File: src/rtl/fft_pkg.sv
// Shared FFT datapath constants and the sample-loader state encoding.
package fft_pkg;

  localparam int unsigned ADDR_W = 12;
  localparam int unsigned DATA_W = 16;

  typedef enum logic [1:0] {
    LOAD,
    DRAIN,
    COMPUTE
  } loader_state_t;

endpackage

File: src/rtl/fft_sample_loader_if.sv
// Sample stream (valid/ready/last) plus the AXI-side RAM write port of the loader.
interface fft_sample_loader_if #(
  parameter int unsigned ADDR_W = fft_pkg::ADDR_W
);

  logic [fft_pkg::DATA_W-1:0] s_data;
  logic                       s_valid;
  logic                       s_ready;
  logic                       s_last;
  logic [ADDR_W-1:0]          ram_adr;
  logic [fft_pkg::DATA_W-1:0] ram_data;
  logic                       ram_write;

  // master: sample source and RAM observer; slave: the loader itself
  modport master (
    output s_data, s_valid, s_last,
    input  s_ready, ram_adr, ram_data, ram_write
  );

  modport slave (
    input  s_data, s_valid, s_last,
    output s_ready, ram_adr, ram_data, ram_write
  );

endinterface

File: src/rtl/fft_bitrev.sv
// Combinational LOG2N-bit index reverser used for decimation-in-time pre-ordering.
module fft_bitrev #(
  parameter int unsigned LOG2N = 12
) (
  input  logic [LOG2N-1:0] idx,
  output logic [LOG2N-1:0] rev
);

  always_comb begin
    rev = '0;
    for (int unsigned i = 0; i < LOG2N; i++) begin
      rev[i] = idx[LOG2N-1-i];
    end
  end

endmodule

File: src/rtl/fft_sample_loader.sv
// FFT input stage: loads N-sample frames into the sample RAM, then hands the RAM to the FFT.
// Define FFT_LOADER_BITREV_EN to write frames in bit-reversed address order.
module fft_sample_loader #(
  parameter int unsigned LOG2N  = 12,
  parameter int unsigned ADDR_W = fft_pkg::ADDR_W
) (
  input  logic                 clk,
  input  logic                 rst,
  fft_sample_loader_if.slave   bus,
  output logic                 mode,
  output logic                 fft_start,
  input  logic                 fft_done,
  output logic                 frame_err,
  output logic [15:0]          frame_cnt
);

  import fft_pkg::*;

  localparam logic [LOG2N-1:0] IDX_LAST = '1;

  loader_state_t       state_q, state_d;
  logic [LOG2N-1:0]    idx_q, idx_d;
  logic [LOG2N-1:0]    map_idx;
  logic                accept;
  logic                last_idx;

  logic                s_ready_q;
  logic [ADDR_W-1:0]   ram_adr_q;
  logic [DATA_W-1:0]   ram_data_q;
  logic                ram_write_q;
  logic                mode_q;
  logic                fft_start_q;
  logic                frame_err_q;
  logic [15:0]         frame_cnt_q;

`ifdef FFT_LOADER_BITREV_EN
  fft_bitrev #(.LOG2N(LOG2N)) u_bitrev (
    .idx (idx_q),
    .rev (map_idx)
  );
`else
  assign map_idx = idx_q;
`endif

  // s_ready_q mirrors state_q == LOAD, so accept never depends on a combinational input path
  assign accept   = bus.s_valid && s_ready_q;
  assign last_idx = (idx_q == IDX_LAST);

  always_comb begin
    state_d = state_q;
    idx_d   = idx_q;
    unique case (state_q)
      LOAD: begin
        if (accept) begin
          if (last_idx) begin
            state_d = DRAIN;
            idx_d   = '0;
          end else if (bus.s_last) begin
            idx_d   = '0;
          end else begin
            idx_d   = idx_q + 1'b1;
          end
        end
      end
      DRAIN:   state_d = COMPUTE;
      COMPUTE: if (fft_done) state_d = LOAD;
      default: state_d = LOAD;
    endcase
  end

  always_ff @(posedge clk or posedge rst) begin
    if (rst) begin
      state_q     <= LOAD;
      idx_q       <= '0;
      s_ready_q   <= 1'b1;
      ram_adr_q   <= '0;
      ram_data_q  <= '0;
      ram_write_q <= 1'b0;
      mode_q      <= 1'b0;
      fft_start_q <= 1'b0;
      frame_err_q <= 1'b0;
      frame_cnt_q <= '0;
    end else begin
      state_q     <= state_d;
      idx_q       <= idx_d;
      s_ready_q   <= (state_d == LOAD);
      mode_q      <= (state_d == COMPUTE);
      ram_write_q <= accept;
      if (accept) begin
        ram_adr_q  <= ADDR_W'(map_idx);
        ram_data_q <= bus.s_data;
      end
      // s_last must coincide exactly with the N-th beat
      frame_err_q <= accept && (bus.s_last != last_idx);
      fft_start_q <= (state_q == DRAIN);
      if (state_q == DRAIN) begin
        frame_cnt_q <= frame_cnt_q + 16'd1;
      end
    end
  end

  assign bus.s_ready   = s_ready_q;
  assign bus.ram_adr   = ram_adr_q;
  assign bus.ram_data  = ram_data_q;
  assign bus.ram_write = ram_write_q;
  assign mode          = mode_q;
  assign fft_start     = fft_start_q;
  assign frame_err     = frame_err_q;
  assign frame_cnt     = frame_cnt_q;

endmodule

File: src/flat_wrapper.sv
// flat-port wrapper written by rule: the top's interface ports become plain ports
module fft_sample_loader_flat import fft_pkg::*;
#(
  parameter int unsigned LOG2N  = 12,
  parameter int unsigned ADDR_W = fft_pkg::ADDR_W
)
  (clk, rst, mode, fft_start, fft_done, frame_err, frame_cnt, bus_s_data, bus_s_valid, bus_s_last, bus_s_ready, bus_ram_adr, bus_ram_data, bus_ram_write);
  fft_sample_loader_if #(.ADDR_W(ADDR_W)) bus_i ();
  input  logic clk;
  input  logic rst;
  output logic mode;
  output logic fft_start;
  input  logic fft_done;
  output logic frame_err;
  output logic [15:0] frame_cnt;
  input wire logic [$bits(bus_i.s_data)-1:0] bus_s_data;
  input wire logic [$bits(bus_i.s_valid)-1:0] bus_s_valid;
  input wire logic [$bits(bus_i.s_last)-1:0] bus_s_last;
  output wire logic [$bits(bus_i.s_ready)-1:0] bus_s_ready;
  output wire logic [$bits(bus_i.ram_adr)-1:0] bus_ram_adr;
  output wire logic [$bits(bus_i.ram_data)-1:0] bus_ram_data;
  output wire logic [$bits(bus_i.ram_write)-1:0] bus_ram_write;
  assign bus_i.s_data = bus_s_data;
  assign bus_i.s_valid = bus_s_valid;
  assign bus_i.s_last = bus_s_last;
  assign bus_s_ready = bus_i.s_ready;
  assign bus_ram_adr = bus_i.ram_adr;
  assign bus_ram_data = bus_i.ram_data;
  assign bus_ram_write = bus_i.ram_write;
  fft_sample_loader #(.LOG2N(LOG2N), .ADDR_W(ADDR_W)) u_core (.clk(clk), .rst(rst), .bus(bus_i), .mode(mode), .fft_start(fft_start), .fft_done(fft_done), .frame_err(frame_err), .frame_cnt(frame_cnt));
endmodule
File: config.mk
export PLATFORM = sky130hd
export DESIGN_NAME = fft_sample_loader_flat
export DESIGN_NICKNAME = d
export VERILOG_FILES = /design/src/rtl/fft_pkg.sv /design/src/rtl/fft_sample_loader_if.sv /design/src/rtl/fft_bitrev.sv /design/src/rtl/fft_sample_loader.sv /design/src/flat_wrapper.sv
export SDC_FILE = /design/constraint.sdc
export NUM_CORES = 1
export LEC_CHECK = 0
export CAP_MARGIN = 5
export CORE_MARGIN = 5
export CORE_UTILIZATION = 46
export DETAILED_ROUTE_END_ITERATION = 10
export PLACE_DENSITY = 0.75
export SLEW_MARGIN = 20
export SYNTH_ARGS = -nofsm -noshare
export SYNTH_HDL_FRONTEND = slang
export SYNTH_SLANG_ARGS = --single-unit
export TNS_END_PERCENT = 10
File: constraint.sdc
create_clock -name clk -period 2.7 [get_ports clk]
set_input_delay 0.81 -clock clk [delete_from_list [all_inputs] [get_ports clk]]
set_output_delay 0.81 -clock clk [all_outputs]
set_load 0.05 [all_outputs]
# Word level (Yosys, flattened, before mapping)
# Cells that the tools add are included.
[word_totals]
reg_bits = 63
elab_cells = 28
[classes]
add_sub_neg = 2
reduce_logical = 5
n_mux = 6
eq_ne = 5
[op_table]
columns = ["cell", "count"]
rows = [
  ["$mux 12", 2],
  ["$add 16x1->16 const B", 1],
  ["$add 12x1->12 const B", 1],
  ["$eq 12x12->1 const B", 1],
  ["$mux 2", 3],
  ["$pmux 2 s3", 1],
  ["$eq 2x2->1 const B", 2],
  ["$logic_not 2->1", 2],
  ["$eq 2x1->1 const B", 1],
  ["$logic_and 1x1->1", 2],
  ["$reduce_and 2->1", 1],
  ["$ne 1x1->1", 1],
]

# Logic depth before layout (Yosys ltp)
# Gate-level depths: netlist (run 1).
[logic_depth]
ltp_word = 5
depth_mapped = 5

# Worst setup path after synthesis (run 1)
# No wires, ideal clock.
[synth_path]
kind = "input to register"
start = "input bus_s_valid"
end = "register u_core.idx_q[11]"
stages = 5
required_ns = 2.627
t_arrival_ns = 1.779
setup_slack_ns = 0.848
n_path_buf = 1
cell_sequence = "nor4bb_1 -> buf_4 -> nand3_2 -> or4_4 -> a21oi_2"
[synth_via]
elab_chain_cells = 2
[synth_rtl]
columns = ["item", "line", "source"]
rows = [
  ["from (decl)", "flat_wrapper.sv:17", "input wire logic [$bits(bus_i.s_valid)-1:0] bus_s_valid;"],
  ["$logic_and 1x1->1", "fft_sample_loader.sv:46", "assign accept = bus.s_valid && s_ready_q;"],
  ["$reduce_and 2->1 (no source line)", "--", ""],
  ["to (signal assigned)", "fft_sample_loader.sv:85", "idx_q <= idx_d;"],
  ["to (decl)", "fft_sample_loader.sv:22", "logic [LOG2N-1:0] idx_q, idx_d;"],
]
# Every way passes these cells.
# A chain may end at the register's enable or synchronous reset.

# Worst setup path after layout (run 1)
[layout_path]
start = "register u_core.s_ready_q (netlist: u_core.bus.s_ready)"
end = "output bus_s_ready"
[layout_rtl]
columns = ["item", "line", "source"]
rows = [
  ["from (decl)", "fft_sample_loader.sv:27", "logic s_ready_q;"],
  ["from (signal assigned)", "fft_sample_loader.sv:86", "s_ready_q <= (state_d == LOAD);"],
  ["to (decl)", "flat_wrapper.sv:19", "output wire logic [$bits(bus_i.s_ready)-1:0] bus_s_ready;"],
]
# No word-level cell between the ends.

==> flow_summary_export.csv, run 1 <==
group,metric,value,unit
route,vias,1782,
die,die_h,85.87,um
job,maxCapViolCount,0,
logic_synthesis,yosysTopAreaCell,"dfrtp_1",
final_layout,final_core_util,65.72,%
sta,fin_worst_hold_slack,0.4784,ns
clock_network,cts_buffers,9,
die,boundaryPins,70,
global_route,grt_pass1_wl,9045,um
placed_design,placed_cell_area,3443,um^2
power_and_ir_drop,total_power,2.118,mW
critical_path,crit_type,"flop to output port",
sta,slew_violations,0,
logic_synthesis,netlist_top_cells_count,"62 x dfrtp_1, 28 x mux2_2, 17 x nor2_1",
placed_design,dp_slack,0.2462,ns
logic_synthesis,yosysWarnings,0,
min_path,min-delay-path-class,"flop to flop",
critical_path,crit_required,1.89,ns
final_layout,final_cells,360,
clock_network,cts_resized,0,
sta,worst_slack,0.1759,ns
placed_design,hpwl,3677,um
sta,fmax,396.2,MHz
logic_synthesis,synthDistinctLibCells,36,
logic_synthesis,yosysMostFrequentCell,"dfrtp_1",
critical_path,worst_path_max_delay_cell,"clkdlybuf4s50_1",
sta,slew-limit-headroom,64.85,%
final_layout,drive_gt1_share,19.79,%
global_route,grt_use_total,15.89,%
clock_network,clock_sinks,63,
logic_synthesis,synthArstFlopShare,100.0,%
logic_synthesis,ys.flop_type,"dfrtp_1",
critical_path,critPathBufInv,1,
critical_path,worstPathMaxFanout,4,
global_route,antenna_found_initial,0,
route,drtIter0Drc,72,
logic_synthesis,synth_top_cell_area_share,58.60,%
logic_synthesis,synth_area,2648,um^2
route,first_pass_iters,4,
clock_network,postCtsSetupRepairBufs,0,
critical_path,worstSetupStartpointType,"flop",
power_and_ir_drop,power_density,581.8,nW/um^2
global_route,grt-ovfl-total,0,
final_layout,diodes,0,
die,rows,27,
route,antenna_left,0,
sta,setup_viol,0,
clock_network,cts_hold_buf,0,
critical_path,slowest_delay,0.82,ns
sta,fin_setup_tns,0,ns
placed_design,place_congestion,0.7793,
status,status,"finished clean",
route,post_drt_via_cell_ratio,4.950,
sta,rsz0062_at_grt,"no",
placed_design,port_buffers,69,
clock_network,clockBufferDepth,2,
logic_synthesis,yosysSeqAreaShare,59.59,%
clock_network,cts_tree,"done",
die,start_util,47.79,%
power_and_ir_drop,total_leakage_power,1.635,nW
placed_design,dp_cells,344,
final_layout,fin_area,3641,um^2
critical_path,cpLargestDelayFamily,"buffers and inverters",
critical_path,setup.worst_path.end_class,"output port",
logic_synthesis,syn-num-nets,227,
final_layout,syn_to_final_growth,37.52,%
clock_network,clock_latency,0.34,ns
power_and_ir_drop,peakVddDrop,0.3149,mV
route,drc,0,
die,coreArea,5540,um^2
logic_synthesis,synth.area.top_cells,"dfrtp_1 59%, mux2_2 12%, xnor2_1 5.3%",
sta,hold_violations,0,
clock_network,clk_pin_slew,0.07,ns
logic_synthesis,synth_edf_count,0,
sta,period_needed,2.524,ns
route,post_drt_wl_per_cell,14.45,um
critical_path,path_cells,"clkdlybuf4s50_1",
sta,finClkSkew,0.009714,ns
die,dieArea,7373,um^2
logic_synthesis,synth.avg_cell_area,12.98,um^2
route,routed_wirelength,5201,um
global_route,grt_pass1_vias,1853,
logic_synthesis,ys_ff_latch,63,
final_layout,fillers,436,
global_route,grt_max_degree,64,
logic_synthesis,synth_cells,204,
sta,period_share,93.48,%
die,die_w,85.87,um
final_layout,num-nets-final,306,
clock_network,root_buffer,"clkbuf_8",
sta,worst_pin_slew,0.5256,ns
critical_path,cp.arrival,1.71,ns
clock_network,cts_htree_levels,3,
final cells by class:
class                           count  area (um^2)  area share [%]
Clock buffer                       10        137.6           3.780
Inverter                            5        18.77          0.5155
Timing Repair Buffer               74        740.7           20.34
Sequential cell                    63         1578           43.33
Tap cell                           72        90.09           2.474
Multi-Input combinational cell    130         1016           27.90
Clock inverter                      6        60.06           1.649
cells by family (layout without fill, tap and decap cells):
| logic type | after synthesis | count (layout) | synth area share [%] |
|---|---|---|---|
| simple gates | 68 | 68 | 14.89 |
| fa+ha+maj | 2 | 2 | 0.9450 |
| buf+inv | 11 | 95 | 2.032 |
| flops | 63 | 63 | 59.59 |
| xor+xnor | 25 | 25 | 8.270 |
| mux | 28 | 28 | 11.91 |
| compound gates | 7 | 7 | 2.363 |
report_power, final:
part	leakage, nW	internal (mW)	switching [mW]	total [mW]
logic	0.704	0.123	0.185	0.308
registers	0.833	0.982	0.0225	1.00
clock network	0.0981	0.446	0.359	0.805
total	1.63	1.55	0.567	2.12
flip-flops by register name (all words and copies together), names as in the netlist:
name,count
u_core.idx_q,12
u_core.frame_cnt,16
u_core.bus.ram_adr,12
u_core.bus.s_ready,1
u_core.mode,1
u_core.frame_err,1
u_core.bus.ram_write,1
u_core.state_q,2
u_core.fft_start,1
u_core.bus.ram_data,16
routing by layer:
layer | vias up | track usage, % | routed length, um
li1 | 866 | - | -
met1 | 860 | 21.08 | 2399
met2 | 49 | 23.76 | 2418
met3 | 7 | 6.436 | 340
met4 | 0 | 5.180 | 42
met5 | - | 0 | 0
layout by cell type, fill, tap and decap left out, types with 3 or more instances in the layout:
| master | Yosys | routed |
|---|---|---|
| clkinv_2 | 0 | 3 |
| nand3_1 | 10 | 10 |
| nor3_1 | 3 | 3 |
| clkdlybuf4s50_1 | 0 | 69 |
| xor2_1 | 9 | 9 |
| clkbuf_8 | 0 | 10 |
| nand2_1 | 13 | 13 |
| inv_1 | 5 | 4 |
| and4_1 | 3 | 3 |
| dfrtp_1 | 62 | 62 |
| mux2_2 | 28 | 28 |
| buf_4 | 1 | 4 |
| xnor2_1 | 16 | 16 |
| nand4_1 | 6 | 6 |
| and3_1 | 3 | 3 |
| nor2_1 | 17 | 17 |
worst paths after layout:
kind	endpoint	slack [ns]	start	cells past startpoint
worst max-delay path	bus_s_ready	0.18	u_core.bus.s_ready	1
worst min-delay path	u_core.frame_cnt[15]	0.48	u_core.frame_cnt[15]	1
worst max register to register	u_core.idx_q[9]	0.91	u_core.idx_q[0]	5
worst min register to register	u_core.frame_cnt[15]	0.48	u_core.frame_cnt[15]	1
max in group asynchronous	u_core.bus.s_ready	1.53	rst	3
min in group asynchronous	u_core.bus.ram_data[7]	0.85	rst	3
No activity file was read; power rests on OpenSTA's default activity.
==> inputs of run 2 (changes only) <==
--- a/config.mk
+++ b/config.mk
@@ -11,2 +11,3 @@
 export DETAILED_ROUTE_END_ITERATION = 10
+export MAX_ROUTING_LAYER = met4
 export PLACE_DENSITY = 0.75
==> constraint.sdc (replaced) <==
create_clock -name clk -period 2.7 [get_ports clk]
set_input_delay 0.54 -clock clk [delete_from_list [all_inputs] [get_ports clk]]
set_output_delay 0.54 -clock clk [all_outputs]
set_load 0.05 [all_outputs]
==> flow_summary_export.csv, run 2 (synthesis gave the netlist of run 1 again) <==
group,metric,value,unit
sta,period_needed,2.247,ns
final_layout,fillers,456,
placed_design,hpwl,3767,um
route,vias,1822,
sta,fmax,445.1,MHz
power_and_ir_drop,power_density,567.8,nW/um^2
global_route,grt_max_degree,35,
critical_path,setup.worst_path.end_class,"output port",
sta,setup_viol,0,
sta,worst_slack,0.4531,ns
die,start_util,47.79,%
global_route,grt-ovfl-total,0,
die,die_h,85.87,um
critical_path,path_cells,"clkdlybuf4s50_1",
sta,finClkSkew,0.006780,ns
clock_network,postCtsSetupRepairBufs,0,
job,maxCapViolCount,0,
route,routed_wirelength,5225,um
status,status,"finished clean",
final_layout,num-nets-final,306,
clock_network,cts_htree_levels,3,
die,die_w,85.87,um
critical_path,critPathBufInv,1,
final_layout,final_cells,360,
clock_network,clockBufferDepth,2,
placed_design,port_buffers,69,
critical_path,crit_required,2.16,ns
route,post_drt_via_cell_ratio,5.061,
route,first_pass_iters,4,
power_and_ir_drop,total_leakage_power,1.627,nW
critical_path,slowest_delay,0.81,ns
clock_network,cts_buffers,9,
clock_network,cts_resized,0,
clock_network,clock_latency,0.33,ns
power_and_ir_drop,peakVddDrop,0.3451,mV
placed_design,dp_slack,0.4490,ns
clock_network,clk_pin_slew,0.07,ns
route,post_drt_wl_per_cell,14.51,um
global_route,grt_pass1_vias,1933,
die,boundaryPins,70,
die,dieArea,7373,um^2
final_layout,drive_gt1_share,18.40,%
critical_path,cp.arrival,1.71,ns
sta,hold_violations,0,
route,drc,0,
clock_network,clock_sinks,63,
sta,slew_violations,0,
global_route,grt_pass1_wl,9239,um
final_layout,syn_to_final_growth,36.86,%
sta,worst_pin_slew,0.5151,ns
sta,rsz0062_at_grt,"no",
critical_path,worstPathMaxFanout,4,
placed_design,dp_cells,344,
final_layout,final_common_cell,"clkdlybuf4s50_1",
critical_path,worst_path_max_delay_cell,"clkdlybuf4s50_1",
global_route,antenna_found_initial,0,
route,drtIter0Drc,73,
die,rows,27,
route,antenna_left,0,
critical_path,crit_type,"flop to output port",
min_path,min-delay-path-class,"input port to async pin",
sta,fin_setup_tns,0,ns
critical_path,cpLargestDelayFamily,"buffers and inverters",
global_route,grt_use_total,16.72,%
final_layout,final_cell_mix,"69 x clkdlybuf4s50_1, 62 x dfrtp_1, 28 x mux2_2, 17 x nor2_1, 16 x xnor2_1",
placed_design,placed_cell_area,3443,um^2
sta,slew-limit-headroom,65.55,%
critical_path,worstSetupStartpointType,"flop",
sta,period_share,83.22,%
final_layout,fin_area,3623,um^2
final_layout,diodes,0,
clock_network,cts_tree,"done",
die,coreArea,5540,um^2
clock_network,cts_hold_buf,0,
clock_network,root_buffer,"clkbuf_8",
placed_design,place_congestion,0.8733,
==> run 2: cell count changes in the layout (fill, tap and decap cells not counted), sizes merged <==
cell / change
clkbuf: +6
clkinv: -3
clkinvlp: -2
bufinv: -1
==> run 2: final timing paths <==
| kind | from | end | slack, ns | cells after the start |
|---|---|---|---|---|
| hold / removal | rst | u_core.bus.ram_data[10] | 0.45 | 2 |
| setup / recovery | u_core.bus.s_ready | bus_s_ready | 0.45 | 1 |
| min in group clk | u_core.frame_cnt[15] | u_core.frame_cnt[15] | 0.48 | 1 |
| max in group asynchronous | rst | u_core.bus.ram_data[14] | 1.71 | 3 |
| setup reg to reg | u_core.bus.s_ready | u_core.idx_q[11] | 0.89 | 4 |
| hold reg to reg | u_core.frame_cnt[15] | u_core.frame_cnt[15] | 0.48 | 1 |
==> run 2: power breakdown <==
| group | internal [mW] | switching, mW | total, mW |
|---|---|---|---|
| combinational | 0.123 | 0.186 | 0.310 |
| sequential | 0.983 | 0.0225 | 1.01 |
| clock | 0.411 | 0.332 | 0.743 |
| total | 1.52 | 0.540 | 2.06 |
==> run 2: area by class of cell <==
| type | count | area (um^2) | share of cell area, % |
|---|---|---|---|
| Clock buffer | 16 | 180.2 | 4.972 |
| Inverter | 5 | 18.77 | 0.5180 |
| Multi-Input combinational cell | 130 | 1016 | 28.04 |
| Sequential cell | 63 | 1578 | 43.54 |
| Tap cell | 72 | 90.09 | 2.486 |
| Timing Repair Buffer | 74 | 740.7 | 20.44 |
==> run 2: stage by stage <==
step	total power, mW	utilization [%]	hold slack, ns
floorplan	1.214	-	0.5000
global placement	1.332	62.15	0.4676
detailed placement	1.337	62.15	0.4691
CTS	2.085	65.40	0.4435
global route	2.150	65.40	0.4862
finish	2.057	65.40	0.4523
==> run 2: layer usage <==
metal	wire, um	track usage, %	up-vias	part of all wire (%)
li1	-	-	865	-
met1	2328	21.28	894	45
met2	2468	24.67	57	47
met3	361	6.244	6	6.9
met4	67	5.612	0	1.3
met5	0	-	-	0
==> inputs of run 3 (changes only) <==
Settings changed: CORE_UTILIZATION 46 to 43, PLACE_DENSITY 0.75 to 0.74.
Clock period 2.7 ns to 1.9 ns, I/O delays scaled along.
==> flow_summary_export.csv, run 3 (synthesis gave the netlist of run 1 again) <==
group,metric,value,unit
power_and_ir_drop,power_density,866.4,nW/um^2
final_layout,diodes,0,
critical_path,r2r_end,"u_core.idx_q[11]",
critical_path,setup.worst_path.end_class,"output port",
die,start_util,44.45,%
clock_network,cts_hold_buf,0,
power_and_ir_drop,intPower,2.378,mW
clock_network,cts_tree,"done",
critical_path,critPathBufInv,1,
final_layout,fillers,482,
final_layout,seqCellArea,1578,um^2
global_route,grt_use_total,15.54,%
sta,slew-limit-headroom,65.00,%
sta,finClkSkew,0.006837,ns
route,post_drt_wl_per_cell,14.65,um
global_route,grt_pass1_vias,1958,
sta,period_share,98.41,%
placed_design,hpwl,3908,um
final_layout,final_cell_mix,"62 x dfrtp_1, 39 x buf_4, 32 x clkdlybuf4s50_1, 28 x mux2_2, 17 x nor2_1",
clock_network,root_buffer,"clkbuf_8",
global_route,grt_max_degree,32,
job,maxCapViolCount,0,
route,routed_wirelength,5393,um
final_layout,drive_gt1_share,30.72,%
sta,fin_worst_hold_slack,0.3702,ns
route,antenna_left,0,
route,first_pass_iters,4,
final_layout,final_cells,368,
clock_network,clock_latency,0.33,ns
power_and_ir_drop,power_frac_comb,13.8,%
clock_network,cts_htree_levels,3,
critical_path,cp.arrival,1.49,ns
die,dieArea,7826,um^2
critical_path,slowest_delay,0.81,ns
critical_path,path_depth,1,
sta,slew_violations,0,
power_and_ir_drop,p_seq_share,45.2,%
die,boundaryPins,70,
critical_path,worstPathMaxFanout,2,
die,die_h,88.47,um
critical_path,worstSetupStartpointType,"flop",
global_route,grt-ovfl-total,0,
die,die_w,88.47,um
placed_design,dp_slack,-0.1370,ns
sta,worst_slack,0.03021,ns
critical_path,path_cells,"clkdlybuf4s50_1",
sta,setup_viol,0,
placed_design,dp_cells,352,
final_layout,final_common_cell,"dfrtp_1",
sta,worst_pin_slew,0.5241,ns
sta,fmax,534.8,MHz
final_layout,syn_to_final_growth,37.90,%
final_layout,final_core_util,61.30,%
critical_path,critPathCapture,"bus_ram_data[8]",
min_path,min-delay-path-class,"input port to async pin",
final_layout,num-nets-final,311,
power_and_ir_drop,p_clk_share,41.0,%
route,vias,1807,
power_and_ir_drop,total_leakage_power,1.796,nW
power_and_ir_drop,peakVddDrop,0.4939,mV
power_and_ir_drop,total_power,3.163,mW
final_layout,multi_input_area,1016,um^2
critical_path,crit_path_start,"u_core.bus.ram_data[8]",
power_and_ir_drop,swShare,24.83,%
critical_path,timing.rr.start,"u_core.bus.s_ready",
status,status,"finished clean",
sta,rsz0062_at_grt,"no",
critical_path,reg2reg_depth,5,
global_route,antenna_found_initial,0,
critical_path,cpLargestDelayFamily,"buffers and inverters",
global_route,grt_pass1_wl,8990,um
critical_path,crit_type,"flop to output port",
route,post_drt_via_cell_ratio,4.910,
placed_design,place_congestion,0.7847,
clock_network,clk_pin_slew,0.07,ns
route,drtIter0Drc,42,
critical_path,crit_required,1.52,ns
die,rows,28,
power_and_ir_drop,p_sw,785.4,uW
clock_network,cts_buffers,9,
route,drc,0,
clock_network,clockBufferDepth,2,
placed_design,port_buffers,69,
critical_path,reg2reg_setup_slack,0.16,ns
sta,period_needed,1.870,ns
clock_network,clock_sinks,63,
critical_path,worst_path_max_delay_cell,"clkdlybuf4s50_1",
sta,hold_violations,0,
die,coreArea,5956,um^2
-- run 3: layer usage --
metal,vias to the layer above,global-route usage (%),wire length (um)
li1,880,-,-
met1,877,18.26,2384
met2,43,25.42,2617
met3,7,3.259,292
met4,0,7.418,99
met5,-,-,0
-- run 3: what timing repair did --
action,CTS,global route
setup endpoints to repair,1,6
setup buffers,0,0
gates resized for setup,1,6
-- run 3: how the worst min path moves through the flow --
stage                          from                       to  slack (ns)
2_1_floorplan                   rst    u_core.bus.ram_adr[0]        0.50
3_3_place_gp   u_core.frame_cnt[15]     u_core.frame_cnt[15]        0.47
3_5_place_dp   u_core.frame_cnt[15]     u_core.frame_cnt[15]        0.47
4_1_cts                         rst  u_core.bus.ram_data[12]        0.37
5_1_grt                         rst  u_core.bus.ram_data[12]        0.40
6_report                        rst  u_core.bus.ram_data[14]        0.37
-- run 3: area by class of cell --
type | instances | share of cell area, %
inverters | 5 | 0.6169
well taps | 75 | 2.570
flip-flops and latches | 63 | 43.21
clock buffers | 13 | 4.352
clock inverters | 3 | 1.782
multi-input cells | 130 | 27.83
repair buffers | 79 | 19.64
-- run 3: metrics by stage --
stage | TNS [ns] | instance area [um^2]
6_report | 0 | 3651
3_5_place_dp | -0.1370 | 3413
4_1_cts | 0 | 3636
2_1_floorplan | 0 | 2651
3_3_place_gp | -0.02707 | 3413
5_1_grt | 0 | 3651
-- run 3: power groups by stage --
stage	sequential (mW)	combinational (mW)	clock, mW
finish	1.43	0.437	1.30
global route	1.43	0.468	1.38
floorplan	1.62	0.110	0
detailed placement	1.45	0.445	0
global placement	1.45	0.441	0
CTS	1.43	0.446	1.33
